File: config.mk
export PLATFORM = sky130hd
export DESIGN_NAME = road_frame_renderer
export DESIGN_NICKNAME = d
export VERILOG_FILES = /design/src/rtl/road_frame_renderer.sv
export SDC_FILE = /design/constraint.sdc
export NUM_CORES = 1
export LEC_CHECK = 0
export CORE_MARGIN = 2
export CORE_UTILIZATION = 56
export DETAILED_ROUTE_END_ITERATION = 8
export PLACE_DENSITY = 0.83
export SYNTH_ARGS = -nofsm -noshare
export SYNTH_HDL_FRONTEND = slang
export SYNTH_SLANG_ARGS = --single-unit
File: constraint.sdc
create_clock -name CLOCK_50 -period 4.1 [get_ports CLOCK_50]
set_input_delay 0.41 -clock CLOCK_50 [delete_from_list [all_inputs] [get_ports CLOCK_50]]
set_output_delay 0.41 -clock CLOCK_50 [all_outputs]
set_load 0.01 [all_outputs]
File: src/rtl/road_frame_renderer.sv
// Scrolling road frame generator: on each scroll step it advances a vertical offset
// and streams one full frame of pixels (x, y, colour, plot) to vga_adapter, one per clock.
module road_frame_renderer #(
  parameter int XSCREEN    = 160,
  parameter int YSCREEN    = 120,
  parameter int ROAD_LEFT  = 40,
  parameter int ROAD_RIGHT = 119,
  parameter int CENTER_X   = 79,
  parameter int DASH_LEN   = 8,
  parameter int STEP       = 1,
  parameter int INIT_DRAW  = 1
) (
  input  logic       CLOCK_50,
  input  logic       reset,
  input  logic       step,
  output logic [7:0] x,
  output logic [6:0] y,
  output logic [2:0] colour,
  output logic       plot,
  output logic       busy,
  output logic       frame_done,
  output logic [6:0] scroll_offset,
  output logic       overrun
);

  typedef enum logic [1:0] {IDLE, DRAW, DONE} state_t;

  state_t     state, state_n;
  logic [7:0] x_n;
  logic [6:0] y_n;
  logic [2:0] colour_n;
  logic       plot_n, busy_n, frame_done_n;
  logic [6:0] offset_n, offset_stepped;
  logic [7:0] offset_sum;
  logic       pending, pending_n;
  logic       init_req, init_req_n;
  logic       overrun_n;

  // Road row ay is the screen row shifted back by the offset, so dashes move down.
  function automatic logic [2:0] pixel_colour(input logic [7:0] px, input logic [6:0] py,
                                              input logic [6:0] off);
    logic [7:0] ay;
    ay = {1'b0, py} + 8'(YSCREEN) - {1'b0, off};
    if (ay >= 8'(YSCREEN)) ay = ay - 8'(YSCREEN);
    if (px < 8'(ROAD_LEFT) || px > 8'(ROAD_RIGHT))
      return 3'b010;
    else if (px == 8'(ROAD_LEFT) || px == 8'(ROAD_RIGHT))
      return 3'b111;
    else if ((px == 8'(CENTER_X) || px == 8'(CENTER_X + 1)) &&
             ((ay % 8'(2 * DASH_LEN)) < 8'(DASH_LEN)))
      return 3'b110;
    else
      return 3'b000;
  endfunction

  assign offset_sum     = {1'b0, scroll_offset} + 8'(STEP);
  assign offset_stepped = (offset_sum >= 8'(YSCREEN)) ? 7'(offset_sum - 8'(YSCREEN))
                                                      : offset_sum[6:0];

  // NOTE: every variable gets a default before the case so no path can infer a latch.
  always_comb begin
    state_n      = state;
    x_n          = x;
    y_n          = y;
    colour_n     = colour;
    plot_n       = 1'b0;
    frame_done_n = 1'b0;
    offset_n     = scroll_offset;
    pending_n    = pending;
    init_req_n   = init_req;
    overrun_n    = overrun;

    case (state)
      IDLE: begin
        if (step || pending || init_req) begin
          if (step || pending) offset_n = offset_stepped;
          // Only one step is consumed per start; a coincident second one is lost.
          if (step && pending) overrun_n = 1'b1;
          pending_n  = 1'b0;
          init_req_n = 1'b0;
          x_n        = '0;
          y_n        = '0;
          colour_n   = pixel_colour(8'd0, 7'd0, offset_n);
          plot_n     = 1'b1;
          state_n    = DRAW;
        end
      end
      DRAW: begin
        if (x == 8'(XSCREEN - 1) && y == 7'(YSCREEN - 1)) begin
          frame_done_n = 1'b1;
          state_n      = DONE;
        end else begin
          if (x == 8'(XSCREEN - 1)) begin
            x_n = '0;
            y_n = y + 7'd1;
          end else begin
            x_n = x + 8'd1;
          end
          colour_n = pixel_colour(x_n, y_n, scroll_offset);
          plot_n   = 1'b1;
        end
      end
      DONE:    state_n = IDLE;
      default: state_n = IDLE;
    endcase

    if (state != IDLE && step) begin
      if (!pending) pending_n = 1'b1;
      else          overrun_n = 1'b1;
    end
  end

  // plot and busy both mean "a pixel is on the bus this cycle".
  assign busy_n = plot_n;

  // NOTE: state registers use non-blocking assignments so all flops update together.
  always_ff @(posedge CLOCK_50 or posedge reset) begin
    if (reset) begin
      state         <= IDLE;
      x             <= '0;
      y             <= '0;
      colour        <= '0;
      plot          <= 1'b0;
      busy          <= 1'b0;
      frame_done    <= 1'b0;
      scroll_offset <= '0;
      pending       <= 1'b0;
      init_req      <= (INIT_DRAW != 0);
      overrun       <= 1'b0;
    end else begin
      state         <= state_n;
      x             <= x_n;
      y             <= y_n;
      colour        <= colour_n;
      plot          <= plot_n;
      busy          <= busy_n;
      frame_done    <= frame_done_n;
      scroll_offset <= offset_n;
      pending       <= pending_n;
      init_req      <= init_req_n;
      overrun       <= overrun_n;
    end
  end

endmodule

==> results.json, run 1 <==
{
  "critPathRequiredTime_ns": 4.28,
  "dpl.cell_count": 354,
  "min_to": "overrun",
  "drv_slew": 0,
  "rsz0062_at_grt": "false",
  "finalSetupViolCount": 0,
  "cts_setup_buffers": 0,
  "end_kind": "flip-flop",
  "hold_depth": 1,
  "start_util_pct": 57.8,
  "rr_worst_depth": 14,
  "drv_cap": 0,
  "cts_hold_buf": 0,
  "grt_pass1_wl_mm": 9.25,
  "holdCritStartpoint": "overrun",
  "antenna_found_initial": 0,
  "clk_pin_slew_ns": 0.07,
  "grt_pass1_vias": 1878,
  "ir_worst_vdd_mv": 0.432,
  "crit_path_frequent_cell": "ha_1",
  "yosys_warnings": 0,
  "hp-class": "flip-flop to flip-flop",
  "pwr-share-comb_pct": 50.1,
  "synth.top_cells.by_count": "31 x dfrtp_1, 29 x nand2_1, 19 x ha_1, 15 x nor2_1",
  "fin_skew_ns": 0.00545,
  "crit_cells": 14,
  "synth_area_leaders": "dfrtp_1 31%, ha_1 9.5%, nand2_1 4.4%",
  "die_h_um": 70.8,
  "cts_buffers": 5,
  "post-place-ws_ns": 0.289,
  "instances_no_fill": 362,
  "cp-start-kind": "flip-flop",
  "pin_count": 32,
  "clock_path_buffers": 2,
  "synth-seq-cells": 32,
  "yosysSeqAreaShare_pct": 32.1,
  "fmax_mhz": 263,
  "max-slew-margin-rel_pct": 38.2,
  "cts_tree": "built",
  "num_antenna_cells": 0,
  "wl_mm": 5.66,
  "drt_iter0_drc": 209,
  "die_x_um": 70.8,
  "grtUsageTotal_pct": 23.0,
  "yosysTopAreaCellShare_pct": 31.0,
  "path_cells": "nand4_4 > nor4_4 > and4_1 > nand3_1 > xor2_1 > ha_1 > inv_1 > ha_1 > o21ai_0 > or4b_1 > nand4_1 > mux2i_1 > o31ai_2 > o22a_1",
  "syn_inst": 280,
  "area_growth_pct": 17.5,
  "p_seq_share_pct": 32.4,
  "reg2reg_to": "colour[1]",
  "route.detailed.wl_per_inst_um": 15.6,
  "setup.worst_path.start": "x[3]",
  "clkPwrFrac_pct": 17.5,
  "cts_resized": 0,
  "finish.utilization_pct": 67.9,
  "power_switching_uw": 639,
  "synth-edff-count": 0,
  "routabilityCongestion": 0.974,
  "synthesis.nets": 303,
  "die_area_um2": 5010,
  "status": "completed",
  "rrSetupSlack_ns": 0.30,
  "cp_max_fo": 13,
  "drive_above_1_share_pct": 10.3,
  "avgSynthCellArea_um2": 8.92,
  "fillers": 347,
  "swShare_pct": 42.4,
  "fin_crit_sh_pct": 92.7,
  "internal-power_uw": 866,
  "worstSetupPathType": "flip-flop to flip-flop",
  "dr.pass1.iters": 4,
  "vias": 2209,
  "synthArstFlopShare_pct": 100,
  "layout_min_cycle_time_ns": 3.80,
  "p_leak_uw": 0.00122,
  "path_delay_family": "simple AND/OR/NAND/NOR gates",
  "finalHoldViolCount": 0,
  "hpwl_mm": 4.02,
  "slowest_delay_ns": 0.62,
  "io_buffers": 31,
  "synthFlopType": "dfrtp_1",
  "rows": 24,
  "grt_overflow": 0,
  "vias_per_cell": 6.10,
  "final_nets": 332,
  "synth.distinct_cells": 65,
  "drc": 0,
  "power_per_cell_area_nw_per_um2": 512,
  "cp_num_buf_inv": 1,
  "htreeDepth": 2,
  "worst_slack_ns": 0.299,
  "slowest_stage": "dfrtp_1",
  "coreArea_um2": 4320,
  "mappedNetlistArea_um2": 2500,
  "cts.root.buffer_cell": "clkbuf_8",
  "synth_most_common_cell": "dfrtp_1",
  "fin_setup_tns_ns": 0,
  "cts_sinks": 32,
  "grt_max_degree": 33,
  "antenna_left": 0,
  "regToRegStartpoint": "x[3]",
  "cp.arrival_ns": 3.98,
  "tightestPinTransition_ns": 0.924,
  "clk_latency_ns": 0.29,
  "yosysTopAreaCell": "dfrtp_1"
}
## metrics by stage
| step | power [µW] | hold WS [ns] | instance area, µm² |
|---|---|---|---|
| after floorplan | 995 | 0.466 | 2500 |
| after global placement | 1220 | 0.444 | 2840 |
| after detailed placement | 1240 | 0.451 | 2840 |
| after CTS | 1500 | 0.474 | 2940 |
| after global routing | 1610 | 0.503 | 2940 |
| final | 1500 | 0.467 | 2940 |
## layout by cell type, fill, tap and decap left out, drive strengths merged, types with 2 or more instances in the layout
cell           instances
a21boi                 4
a21oi                  7
a22o                   5
a31oi                  4
a32oi                  2
and3                   3
and4                   4
buf                    9
clkbuf                 7
clkdlybuf4s50         31
dfrtp                 31
ha                    19
inv                   18
mux2                   2
mux2i                  4
nand2                 29
nand3                 14
nand4                  6
nor2                  17
nor2b                  3
nor3                   3
nor3b                  2
nor4                   2
nor4b                  2
o211ai                 2
o21a                   2
o21ai                 23
o22ai                  4
o31ai                  6
or4b                   4
xnor2                 10
xor2                   8
## power groups by stage
stage	Combinational [µW]	Clock (µW)	Sequential, µW
after floorplan	510	0	484
after global placement	731	0	487
after detailed placement	751	0	491
after CTS	755	263	487
after global routing	830	279	500
final	754	264	487
## routing by layer
layer / routed length, µm / global-route usage (%) / up-vias
met5: 0 / 0 / -
met1: 2690 / 33.7 / 1061
met3: 300 / 5.41 / 7
li1: - / - / 1079
met4: 48 / 5.66 / 0
met2: 2620 / 34.6 / 62
## cell type report
cell class,instances,area [µm²],area share (%)
clock buffer,7,86.3,2.94
clock inverter,1,7.51,0.256
inverter,18,67.6,2.30
multi-input combinational,212,1530,52.1
sequential,32,802,27.3
tap,52,65.1,2.22
timing repair buffer,40,378,12.9
## how the worst max path moves through the flow
stage	slack, ns	end
floorplan	0.29	colour[2]
global placement	0.41	colour[2]
detailed placement	0.29	colour[1]
CTS	0.28	colour[1]
global route	0.03	colour[2]
finish	0.30	colour[1]
## state kept, by name, summed over array words and instances (netlist names)
name / count
x: 8
scroll_offset: 7
y: 7
colour: 3
state: 2
busy: 1
frame_done: 1
init_req: 1
overrun: 1
pending: 1
## kinds of logic after synthesis
group / count (synthesis) / synth area share, %
AND/OR/NAND/NOR: 96 / 22.6
AO/OA/AOI/OAI: 72 / 19.5
buffers and inverters: 36 / 6.66
flip-flops: 32 / 32.1
adder cells (fa/ha/maj): 20 / 10.3
XOR/XNOR: 18 / 6.31
multiplexers: 6 / 2.50
No activity file was read; power rests on OpenSTA's default activity.
==> inputs of run 2 (changes only) <==
--- a/config.mk
+++ b/config.mk
@@ -5,10 +5,13 @@
 export SDC_FILE = /design/constraint.sdc
 export NUM_CORES = 1
 export LEC_CHECK = 0
+export CELL_PAD_IN_SITES_DETAIL_PLACEMENT = 0
+export CELL_PAD_IN_SITES_GLOBAL_PLACEMENT = 2
 export CORE_MARGIN = 2
-export CORE_UTILIZATION = 56
+export CORE_UTILIZATION = 35
+export CTS_BUF_LIST = sky130_fd_sc_hd__clkbuf_4 sky130_fd_sc_hd__clkbuf_8
 export DETAILED_ROUTE_END_ITERATION = 8
-export PLACE_DENSITY = 0.83
+export PLACE_DENSITY = 0.84
 export SYNTH_ARGS = -nofsm -noshare
 export SYNTH_HDL_FRONTEND = slang
 export SYNTH_SLANG_ARGS = --single-unit
==> run 2 against run 1 <==
Compared with the run above:
- combinational power up 4.1%
- clock skew up 0.0087 ns
- worst setup slack improved by 0.058 ns
- global-route usage down 6.0 points
- fmax increased by 1.6%
- sequential share of layout area decreased by 0.92 points
- register-to-register slack better by 0.06 ns
- non-clock buffer count up 4
- die area grew 56%
- hold slack worse by 0.0037 ns
- largest cell class unchanged
- largest power group unchanged
==> results.json, run 2 (synthesis results as in run 1) <==
{
  "start_util_pct": 36.4,
  "instances_no_fill": 410,
  "max-slew-margin-rel_pct": 53.2,
  "fin_crit_sh_pct": 91.3,
  "grt_max_degree": 33,
  "power_per_cell_area_nw_per_um2": 513,
  "cts_sinks": 32,
  "hpwl_mm": 4.40,
  "io_buffers": 31,
  "rsz0062_at_grt": "false",
  "top_regs": "x x8, scroll_offset x7, y x7",
  "grt_overflow": 0,
  "dr.pass1.iters": 4,
  "cts_setup_buffers": 0,
  "status": "completed",
  "clk_pin_slew_ns": 0.07,
  "critPathRequiredTime_ns": 4.26,
  "fmax_mhz": 267,
  "worstSetupPathType": "flip-flop to flip-flop",
  "end_kind": "flip-flop",
  "cp.arrival_ns": 3.90,
  "fin_setup_tns_ns": 0,
  "whs_ns": 0.464,
  "cts_tree": "built",
  "rows": 30,
  "hp-class": "flip-flop to flip-flop",
  "cp-start-kind": "flip-flop",
  "final_cell_mix": "31 x dfrtp_1, 31 x clkdlybuf4s50_1, 29 x nand2_1, 19 x ha_1, 15 x nor2_1",
  "area_growth_pct": 21.6,
  "pin_count": 32,
  "route.detailed.wl_per_inst_um": 14.8,
  "routabilityCongestion": 0.799,
  "die_x_um": 88.5,
  "clk_latency_ns": 0.29,
  "antenna_found_initial": 0,
  "post-place-ws_ns": 0.391,
  "die_area_um2": 7830,
  "layout_min_cycle_time_ns": 3.74,
  "finalHoldViolCount": 0,
  "fin_skew_ns": 0.0141,
  "dpl.cell_count": 402,
  "largest_reg_flops": 8,
  "num_antenna_cells": 0,
  "wl_mm": 6.06,
  "final_nets": 336,
  "finalSetupViolCount": 0,
  "grt_pass1_wl_mm": 10.4,
  "grt_pass1_vias": 2000,
  "coreArea_um2": 6870,
  "vias": 2155,
  "cts.root.buffer_cell": "clkbuf_8",
  "p_leak_uw": 0.00126,
  "die_h_um": 88.5,
  "antenna_left": 0,
  "drv_cap": 0,
  "tightestPinTransition_ns": 0.701,
  "cp_max_fo": 8,
  "cts_buffers": 5,
  "cts_hold_buf": 0,
  "drc": 0,
  "clock_path_buffers": 2,
  "cts_resized": 0,
  "grtUsageTotal_pct": 17.1,
  "drive_above_1_share_pct": 11.8,
  "drt_iter0_drc": 108,
  "vias_per_cell": 5.26,
  "htreeDepth": 2,
  "largest-register": "x",
  "ir_worst_vdd_mv": 0.307,
  "drv_slew": 0,
  "worst_slack_ns": 0.358
}
run 2: cell types whose count changed in the layout (fill, tap and decap cells not counted), sizes merged:
cell / delta
clkbuf: -1
clkinvlp: -1
clkinv: +1
bufinv: +1
buf: +4
run 2: cell type report:
cell class	instances	area (µm²)
fillers	703	3830
flip-flops and latches	32	802
well taps	96	120
clock buffers	6	76.3
repair buffers	44	408
clock inverters	2	35.0
inverters	18	67.6
multi-input cells	212	1530
run 2: final timing paths:
check / startpoint / slack, ns / cells past startpoint / endpoint
max in group asynchronous: reset / 3.26 / 3 / init_req
setup reg to reg: x[0] / 0.36 / 15 / colour[1]
setup / recovery: x[0] / 0.36 / 15 / colour[1]
hold reg to reg: overrun / 0.46 / 1 / overrun
hold / removal: overrun / 0.46 / 1 / overrun
min in group asynchronous: reset / 0.51 / 3 / pending
run 2: power breakdown:
part / leakage, µW / total [µW] / internal [µW] / switching [µW]
clock network: 0.0000586 / 305 / 187 / 118
registers: 0.000402 / 470 / 377 / 92.5
logic: 0.000795 / 785 / 360 / 426
run 2: critical path: stages, from the launching register on:
cell and delay [ns]:
dfrtp_1 0.36, ha_1 0.22, nand4_4 0.19, nor4_4 0.28, and4_1 0.36, nand3_1 0.14, xor2_1 0.17, ha_1 0.27
inv_1 0.04, ha_1 0.29, o21ai_0 0.12, or4b_1 0.50, nand4_1 0.12, mux2i_1 0.26, o31ai_2 0.12, o22a_1 0.19
run 2: per-stage QoR:
stage | util [%] | area, µm² | total power [µW]
2_1_floorplan | - | 2500 | 995
3_3_place_gp | 42.6 | 2930 | 1260
3_5_place_dp | 42.6 | 2930 | 1260
4_1_cts | 44.2 | 3040 | 1570
5_1_grt | 44.2 | 3040 | 1690
6_report | 44.2 | 3040 | 1560
run 2: layer usage:
layer,global-route usage (%),up-vias,wire [µm]
met5,0,-,0
met4,4.13,0,61
met3,3.26,7,259
met2,23.4,52,2480
met1,27.2,1017,3260
li1,-,1079,-
